## config.mk

```make
export PLATFORM = sky130hd
export DESIGN_NAME = sub_result_bcd
export DESIGN_NICKNAME = d
export VERILOG_FILES = /design/src/rtl/sub_pkg.sv /design/src/rtl/sub_bcd_add3.sv /design/src/rtl/sub_result_bcd.sv
export SDC_FILE = /design/constraint.sdc
export NUM_CORES = 1
export LEC_CHECK = 0
export BUFFER_PORTS_ARGS = -buffer_cell sky130_fd_sc_hd__buf_2
export CAP_MARGIN = 20
export CORE_ASPECT_RATIO = 1.2
export CORE_UTILIZATION = 55
export DETAILED_ROUTE_END_ITERATION = 10
export GPL_TIMING_DRIVEN = 0
export MAX_ROUTING_LAYER = met4
export PLACE_DENSITY = 0.77
export SYNTH_ARGS = -nofsm -noshare
export SYNTH_HDL_FRONTEND = slang
export SYNTH_SLANG_ARGS = --single-unit
```

## constraint.sdc

```tcl
create_clock -name clk -period 2.4 [get_ports clk]
set_clock_uncertainty 0.2 [all_clocks]
set_input_delay 0.48 -clock clk [delete_from_list [all_inputs] [get_ports clk]]
set_output_delay 0.48 -clock clk [all_outputs]
set_load 0.05 [all_outputs]
```

## src/rtl/sub_pkg.sv

```systemverilog
// Shared types and defaults for the subtractor result readout path.
// Holds the conversion FSM encoding and the default operand/BCD sizing.
package sub_pkg;

  typedef enum logic [1:0] {
    IDLE  = 2'd0,
    SHIFT = 2'd1,
    DONE  = 2'd2
  } state_t;

  localparam int DEF_WIDTH  = 4;
  localparam int DEF_DIGITS = 2;
  localparam int BCD_W      = 4;

endpackage

```

## src/rtl/sub_bcd_add3.sv

```systemverilog
// Double-dabble digit corrector: adds 3 to a BCD digit holding 5 or more.
// Purely combinational, no handshake.
module sub_bcd_add3
  import sub_pkg::*;
(
  input  logic [BCD_W-1:0] digit,
  output logic [BCD_W-1:0] fixed
);

  localparam logic [BCD_W-1:0] FIVE  = BCD_W'(5);
  localparam logic [BCD_W-1:0] THREE = BCD_W'(3);

  always_comb begin
    fixed = digit;
    if (digit >= FIVE) fixed = digit + THREE;
  end

endmodule

```

## src/rtl/sub_result_bcd.sv

```systemverilog
// Converts the subtractor's two's-complement difference to sign + packed BCD magnitude.
// WIDTH+1 shift cycles after accept; result held on out_valid until out_ready, in_ready low meanwhile.
module sub_result_bcd
  import sub_pkg::*;
#(
  parameter int WIDTH  = DEF_WIDTH,
  parameter int DIGITS = DEF_DIGITS
) (
  input  logic                      clk,
  input  logic                      rst_n,
  input  logic                      in_valid,
  output logic                      in_ready,
  input  logic [WIDTH:0]            in_s,
  output logic                      out_valid,
  input  logic                      out_ready,
  output logic                      out_sign,
  output logic [BCD_W*DIGITS-1:0]   out_bcd
);

  localparam int BCD_BITS = BCD_W * DIGITS;
  localparam int CNT_W    = $clog2(WIDTH + 2);
  localparam int TOT_W    = BCD_BITS + WIDTH + 1;

  localparam logic [WIDTH:0]     MAG_ONE  = {{WIDTH{1'b0}}, 1'b1};
  localparam logic [CNT_W-1:0]   CNT_ONE  = {{(CNT_W-1){1'b0}}, 1'b1};
  localparam logic [CNT_W-1:0]   CNT_LOAD = CNT_W'(WIDTH + 1);

  state_t               state;
  state_t               state_nxt;
  logic                 sign;
  logic [WIDTH:0]       mag;
  logic [WIDTH:0]       mag_in;
  logic [BCD_BITS-1:0]  bcd_work;
  logic [BCD_BITS-1:0]  bcd_fix;
  logic [CNT_W-1:0]     cnt;
  logic [TOT_W-1:0]     shifted;
  logic                 accept;
  logic                 last_iter;
  logic                 handshake;

  assign in_ready  = (state == IDLE);
  assign accept    = in_ready && in_valid;
  assign last_iter = (state == SHIFT) && (cnt == CNT_ONE);
  assign handshake = out_valid && out_ready;

  // Magnitude is one bit wider than the operands so the most negative value (-2^WIDTH) fits.
  assign mag_in  = in_s[WIDTH] ? (~in_s + MAG_ONE) : in_s;
  assign shifted = {bcd_fix, mag} << 1;

  for (genvar g = 0; g < DIGITS; g++) begin : g_digit
    sub_bcd_add3 u_add3 (
      .digit (bcd_work[g*BCD_W +: BCD_W]),
      .fixed (bcd_fix[g*BCD_W +: BCD_W])
    );
  end

  always_ff @(posedge clk or negedge rst_n) begin
    if (!rst_n) state <= IDLE;
    else        state <= state_nxt;
  end

  always_comb begin
    state_nxt = state;
    unique case (state)
      IDLE:    if (in_valid) state_nxt = SHIFT;
      SHIFT:   if (cnt == CNT_ONE) state_nxt = DONE;
      DONE:    if (out_ready) state_nxt = IDLE;
      default: state_nxt = IDLE;
    endcase
  end

  always_ff @(posedge clk or negedge rst_n) begin
    if (!rst_n) begin
      sign     <= 1'b0;
      mag      <= '0;
      bcd_work <= '0;
      cnt      <= '0;
    end else if (accept) begin
      sign     <= in_s[WIDTH];
      mag      <= mag_in;
      bcd_work <= '0;
      cnt      <= CNT_LOAD;
    end else if (state == SHIFT) begin
      bcd_work <= shifted[TOT_W-1:WIDTH+1];
      mag      <= shifted[WIDTH:0];
      cnt      <= cnt - CNT_ONE;
    end
  end

  // Result registers only move on the final shift, so they keep the last answer after readout.
  always_ff @(posedge clk or negedge rst_n) begin
    if (!rst_n) begin
      out_valid <= 1'b0;
      out_sign  <= 1'b0;
      out_bcd   <= '0;
    end else if (last_iter) begin
      out_valid <= 1'b1;
      out_sign  <= sign;
      out_bcd   <= shifted[TOT_W-1:WIDTH+1];
    end else if (handshake) begin
      out_valid <= 1'b0;
    end
  end

endmodule
```

=== Word level (Yosys, flattened, before mapping) ===
Cells that the tools add are included.

* ROM bits: 0
* Output and inout port bits: 11
* Input bits: 9
* Memories: 0
* Flip-flop bits (word level): 29
* Latch bits: 0
* Memory bits (writable): 0

* $lt $le $gt $ge: 2
* Equal/unequal tests: 6
* Shift-type cells: 0
* $mul: 0
* Divide/modulo/power cells: 0
* Reduce and logical (&&, ||, !) cells: 7
* Bitwise gates (word level): 1
* $add $sub $neg: 4
* Muxes and demuxes: 15

{| class="wikitable"
|+ Operators by type and width
! cell !! number
|-
| $mux W8 || 2
|-
| $mux W5 || 3
|-
| $mux W3 || 3
|-
| $ge A4 B3 Y1 const B || 2
|-
| $mux W2 || 3
|-
| $ne A2 B2 Y1 const B || 3
|-
| $pmux W2 S3 || 1
|-
| $add A5 B1 Y5 const B || 1
|-
| $not A5 Y5 || 1
|-
| $add A4 B2 Y4 const B || 1
|-
| $mux W4 || 1
|-
| $reduce_bool A2 Y1 || 2
|-
| $add A3 B2 Y3 const B || 1
|-
| $eq A3 B1 Y1 const B || 1
|-
| $logic_and A1 B1 Y1 || 3
|-
| $reduce_and A3 Y1 || 1
|-
| $sub A3 B1 Y3 const B || 1
|-
| $eq A2 B1 Y1 const B || 1
|-
| $eq A2 B2 Y1 const B || 1
|-
| $logic_not A2 Y1 || 1
|-
| $mux W1 || 2
|}

=== Logic depth before layout (Yosys ltp) ===
Gate-level depths: netlist (run 1).

* Depth in word-level cells: 4
* Depth in mapped cells: 7

=== Hierarchy ===
A second synthesis (run 1) with hierarchy kept.

* Cell total of the unflattened synthesis: 132
* Area, all modules: 1496.4 µm²

{| class="wikitable"
|+ By module, submodules not included
! module !! instances !! sequential area each (µm²) !! area an instance (µm²) !! cells each
|-
| sub_result_bcd || 1 || 725.7 || 1293.7 || 100
|-
| sub_bcd_add3 || 2 || 0.0 || 101.3 || 16
|}

=== Least setup slack after synthesis (run 1) ===
OpenSTA, ideal clock, no wires.

* Kind: register to output
* Start point: register state[0]
* End point: output port in_ready
* Slack: 0.544 ns
* Arrival: 1.176 ns
* Path buffers: 1
* Required time: 1.720 ns
* Cell stages (with the launch flop): 3
* Cells stage by stage: dfrtp_1 -> buf_4 -> nor2_1

* Longest elaborated chain between the ends: 1

{| class="wikitable"
|+ RTL lines
! element !! RTL line !! text
|-
| from (decl) || sub_result_bcd.sv:28 || <nowiki>state_t state;</nowiki>
|-
| from (signal assigned) || sub_result_bcd.sv:59 || <nowiki>else state <= state_nxt;</nowiki>
|-
| $logic_not A2 Y1 || sub_result_bcd.sv:41 || <nowiki>assign in_ready = (state == IDLE);</nowiki>
|-
| to (decl) || sub_result_bcd.sv:12 || <nowiki>output logic in_ready,</nowiki>
|}

No other way between the ends.

=== Worst setup path after layout (run 1) ===
Ends and elaborated chain as after synthesis.

==> flow_summary_export.csv, run 1 <==
group,metric,value,unit
grt,grt_pass1_wl,4490,um
cts,clock_latency,0.33,ns
pwr,irDropWorstVdd,787,uV
finish,multi_input_area,627,um^2
floorplanning,start_util,60.1,%
yosys,synth-seq-area-share,50.8,%
yosys,synth_top_area_share,50.8,%
placement,place_area,1560,um^2
finish,seq_area,726,um^2
pwr,p_seq_share,37.0,%
grt,grt_pass1_vias,1038,
cts,cts_setup_buffers,0,
pwr,swShare,45.5,%
yosys,synth_most_common_cell,"dfrtp_1",
cts,htreeDepth,2,
cts,numClockSinks,29,
sta,drv_slew,0,
placement,io_buffers,19,
yosys,yosysWarnings,0,
critical_path,cp-start-kind,"flip-flop",
detailed_routing,wirelength,2620,um
placement,dpl.hpwl,1930,um
grt,globalRouteOverflowTotal,0,
detailed_routing,drc,0,
finish,nets,186,
yosys,postSynthCellCount,143,
placement,post-place-ws,0.476,ns
run,cap_violations,0,
floorplanning,coreArea,2380,um^2
cts,cts_buffers,5,
cts,clkTransAtPathRegs,0.09,ns
critical_path,critPathRequiredTime,1.72,ns
yosys,ys_ff_latch,29,
sta,period_share,82.2,%
finish,fin_area,1630,um^2
finish,syn2layout_area_growth,13.9,%
finish,antenna_cells,0,
floorplanning,die_w,48.5,um
sta,maxSlewHeadroom,57.5,%
sta,setup_slack,0.428,ns
critical_path,endpoint_kind,"output port",
finish,drive_above_1_share,22.4,%
detailed_routing,top_layer,"met4",
sta,clock.fmax,0.507,GHz
pwr,p_comb_share,49.6,%
grt,grt_max_degree,30,
sta,setup_viol,0,
detailed_routing,wl_per_cell,13.0,um
detailed_routing,met2_length,1280,um
critical_path,setup.worst_path.class,"flip-flop to output port",
yosys,synth_cell_types,32,
yosys,synth_area_leaders,"dfrtp_1, o21ai_0, nand2_1",
cts,clockRootBuffer,"clkbuf_4",
pwr,p_per_area,1380,nW/um^2
detailed_routing,wl_met1,1160,um
critical_path,crit_fanout,10,
placement,place.gp.congestion,0.889,
yosys,avgSynthCellArea,9.98,um^2
floorplanning,die_area,2800,um^2
pwr,p_clk_share,13.4,%
detailed_routing,vias,1097,
min_path,min_path_type,"primary input to flip-flop",
floorplanning,ios,20,
finish,fillers,208,
critical_path,critical-path-max-stage-delay,0.41,ns
yosys,synth_nets,159,
pwr,p_leak,0.781,nW
sta,rsz0062_at_grt,"no",
yosys,synth_ff_type,"dfrtp_1",
yosys,async_flop_share,100,%
pwr,p_int,1.22,mW
outcome,status,"finished, final reports clean",
critical_path,crit_chain,"buf_4, nor2_1, buf_2",
critical_path,cpMaxStageDelayCell,"dfrtp_1",
floorplanning,rows,19,
sta,finalHoldViolations,0,
detailed_routing,viasPerCell,5.46,
detailed_routing,first_iter_violations,21,
grt,grt_util_all_layers,22.7,%
yosys,synth_common_cells,"dfrtp_1, nand2_1, o21ai_0",
detailed_routing,first_pass_iters,4,
sta,finalSetupTns,0,ns
yosys,synth_top_area_cell,"dfrtp_1",
detailed_routing,ant_nets,0,
cts,cts_tree,"built",
cts,clockBufferDepth,2,
sta,period_minus_slack,1.97,ns
grt,grt_antenna_before_repair,0,
critical_path,arrival,1.29,ns
yosys,synth-edff-count,0,
yosys,synth_area,1430,um^2
pwr,total_power,2.24,mW
floorplanning,die_height,57.8,um
pwr,p_switching,1.02,mW
detailed_routing,met3_length,116,um
sta,tightest_slew,0.637,ns
==> metrics by stage <==
stage	hold slack, ns	instances	util (%)
finish	0.149	201	68.4
global route	0.151	201	68.4
CTS	0.143	201	68.4
detailed placement	0.266	193	65.7
global placement	0.259	193	65.7
floorplan	-0.0156	143	-
==> worst max-delay path, delay by kind of cell (launching register included) <==
family                 cells  cell delay, ns
flip-flops                 1            0.41
buffers and inverters      2            0.45
AND/OR/NAND/NOR            1            0.09
==> cells by family after synthesis <==
group / share of synthesized area [%]
muxes: 4.64
xor gates and xnor gates: 2.45
adders and majority gates: 6.13
and+or+nand+nor: 16.0
DFF: 50.8
AOI/OAI and AO/OA: 14.6
buffers and inverters: 5.26
==> power groups by stage <==
stage | Sequential [mW] | Combinational [mW] | Clock [mW]
after floorplan | 1.05 | 0.635 | 0
final | 0.831 | 1.11 | 0.300
after detailed placement | 0.840 | 1.12 | 0
after CTS | 0.830 | 1.13 | 0.308
after global placement | 0.829 | 1.07 | 0
after global routing | 0.861 | 1.22 | 0.328
==> flip-flops by register name (all words and copies together), names as in the netlist <==
signal and count:
out_valid 1, mag 5, state 2, out_sign 1, bcd_work 8, out_bcd 8, sign 1, cnt 3
==> final timing paths <==
check / startpoint / to / slack, ns / cells after the start
min reg2reg: out_bcd[3] / out_bcd[3] / 0.28 / 2
min: out_ready / out_valid / 0.15 / 2
max in group asynchronous: rst_n / bcd_work[0] / 1.08 / 2
max: state[0] / in_ready / 0.43 / 3
max reg2reg: bcd_work[0] / bcd_work[2] / 0.46 / 6
min in group asynchronous: rst_n / bcd_work[3] / 0.50 / 2
==> cell usage in the layout, fill, tap and decap left out, types with 2 or more instances in the layout <==
master and count:
ha_1 7, nand2_1 24, mux2_2 5, o21ai_0 21
xnor2_1 3, clkbuf_1 2, dfrtp_1 29, nor3b_1 3
nand3_1 2, inv_1 10, nand2b_1 3, nor2_1 2
nor3_1 3, buf_2 19, clkbuf_4 5, a21oi_1 8
buf_4 3, nor2b_1 3
==> layout make-up <==
cell class	count	share of cell area (%)
repair buffers	20	6.46
clock buffers	7	3.38
inverters	10	2.31
well taps	31	2.38
flip-flops and latches	29	44.6
multi-input cells	99	38.5
plain buffers	5	2.31
==> what timing repair did <==
item,in CTS,in global routing
hold buffers,1,0
resized for setup,0,0
endpoints found under the hold margin,29,0
==> metal layers <==
layer / GRT usage, % / up-vias
li1: - / 539
met1: 23.4 / 525
met5: - / -
met2: 38.6 / 25
met3: 7.87 / 8
met4: 11.3 / 0
(Power assumes the default switching activity.)
==> inputs of run 2 (changes only) <==
- CORE_UTILIZATION: 55 -> 50
- PLACE_DENSITY: 0.77 -> 0.74
- clock period: 2.4 -> 1.6 ns (I/O delays scaled with it)
==> run 2 against run 1 <==
Flip-flop and latch count did not move; non-clock buffer count rose by 20; first-iteration DRC count up 4.8%; the run now ends with setup timing left; final cell count up 11%; largest cell class is now multi-input gates; design area is 22% higher; clock-buffer cell count is 1 higher; power rose by 89%; sequential power up 56%; wire length increased by 27%.
==> flow_summary_export.csv, run 2 (same netlist as run 1, synthesis figures left out) <==
group,metric,value,unit
sta,finalSetupTns,-0.242,ns
floorplanning,die_area,3070,um^2
critical_path,endpoint_kind,"output port",
finish,final_cell_mix,"dfrtp_1, nand2_1, buf_2, buf_4, o21ai_0",
cts,clockBufferDepth,2,
finish,fin_cells,224,
grt,grt_pass1_wl,5330,um
floorplanning,rows,20,
critical_path,ff2ff_setup_slack,-0.05,ns
pwr,p_int,2.35,mW
critical_path,crit_fanout,4,
outcome,status,"finished, violations left",
grt,grt_antenna_before_repair,0,
sta,setup_viol,6,
detailed_routing,ant_nets,0,
detailed_routing,first_iter_violations,22,
finish,fin_util,75.2,%
floorplanning,coreArea,2630,um^2
critical_path,cp-start-kind,"flip-flop",
sta,drv_slew,0,
sta,clock.fmax,0.604,GHz
critical_path,critPathRequiredTime,1.08,ns
outcome,failed_checks,"setup timing",
sta,period_share,103,%
detailed_routing,wirelength,3320,um
placement,io_buffers,19,
pwr,p_per_area,2140,nW/um^2
pwr,irDropWorstVdd,1500,uV
critical_path,critical-path-max-stage-delay,0.41,ns
sta,setup_slack,-0.0546,ns
min_path,min_path_type,"primary input to flip-flop",
detailed_routing,first_pass_iters,4,
cts,clkTransAtPathRegs,0.08,ns
grt,grt_util_all_layers,25.6,%
critical_path,setup.worst_path.class,"flip-flop to output port",
pwr,swShare,44.5,%
placement,place.gp.congestion,0.799,
floorplanning,die_w,50.8,um
cts,clock_latency,0.34,ns
pwr,p_leak,0.935,nW
finish,syn2layout_area_growth,38.5,%
floorplanning,ios,20,
pwr,p_comb_share,59.2,%
detailed_routing,drc,0,
pwr,p_clk_share,10.2,%
sta,tightest_slew,0.651,ns
critical_path,crit_top_cell,"buf_6",
sta,period_minus_slack,1.65,ns
grt,globalRouteOverflowTotal,0,
cts,cts_tree,"built",
placement,dpl.hpwl,1890,um
grt,grt_max_degree,30,
cts,numClockSinks,29,
finish,final_common_cell,"dfrtp_1",
detailed_routing,viasPerCell,5.40,
sta,maxSlewHeadroom,56.6,%
grt,grt_pass1_vias,1227,
finish,drive_above_1_share,41.9,%
finish,nets,206,
sta,rsz0062_at_grt,"yes",
finish,antenna_cells,0,
cts,cts_buffers,5,
detailed_routing,vias,1210,
run,cap_violations,0,
finish,largestRegisters,"bcd_work x8, out_bcd x8, mag x5",
critical_path,critical_path.top_delay_family,"flip-flops",
sta,finalHoldViolations,0,
pwr,p_seq_share,30.6,%
critical_path,crit_chain,"buf_6, nor2_4, buf_6",
cts,htreeDepth,2,
critical_path,cp_num_buf_inv,2,
critical_path,cpMaxStageDelayCell,"dfrtp_1",
floorplanning,die_height,60.5,um
pwr,p_switching,1.88,mW
placement,placed_cells,195,
detailed_routing,wl_per_cell,14.8,um
critical_path,arrival,1.13,ns
cts,clockRootBuffer,"clkbuf_4",
floorplanning,start_util,54.3,%
run 2: cell type report:
type	instances	area, um^2
plain buffers	4	45.0
fillers	191	651
flip-flops and latches	29	727
repair buffers	41	283
well taps	33	41.3
inverters	10	40.0
multi-input cells	99	792
clock buffers	8	48.8
run 2: power by group through the flow:
stage                     Combinational [mW]  Clock [mW]  Sequential (mW)
after floorplan                         1.05           0             1.59
after global placement                  1.72           0             1.26
after detailed placement                1.78           0             1.28
after CTS                               2.20       0.441             1.28
after global routing                    2.70       0.472             1.33
final                                   2.51       0.433             1.30
run 2: repair_timing:
| item | CTS | global route |
|---|---|---|
| hold buffers | 2 | 0 |
| endpoints found under the hold margin | 30 | 0 |
| buffers inserted | 12 | 8 |
| pin swaps | 4 | 7 |
| setup endpoints to repair | 21 | 24 |
| gates resized for setup | 24 | 17 |
run 2: per-stage QoR:
step                setup slack (ns)  power (mW)  hold slack, ns  area, um^2
finish                       -0.0546        4.23          0.0850        1980
floorplan                   -0.00524        2.63          -0.176        1470
CTS                          -0.0528        3.93          0.0804        1850
detailed placement            -0.151        3.05           0.180        1600
global route                  -0.107        4.50          0.0948        1980
global placement             -0.0753        2.97           0.171        1600
run 2: final timing paths:
| check | startpoint | cells past startpoint | end |
|---|---|---|---|
| worst max-delay path | state[0] | 3 | in_ready |
| worst min-delay path | in_s[4] | 2 | sign |
| worst max register to register | bcd_work[4] | 6 | bcd_work[6] |
| worst min register to register | out_bcd[4] | 2 | out_bcd[4] |
| max in group asynchronous | rst_n | 2 | bcd_work[0] |
| min in group asynchronous | rst_n | 2 | out_bcd[5] |
run 2: metal layers:
layer | global-route usage (%) | vias up | wire length, um
met2 | 46.3 | 21 | 1800
met1 | 24.4 | 604 | 1360
met3 | 8.27 | 6 | 99
met4 | 13.1 | 0 | 65
li1 | - | 579 | -
met5 | - | - | 0
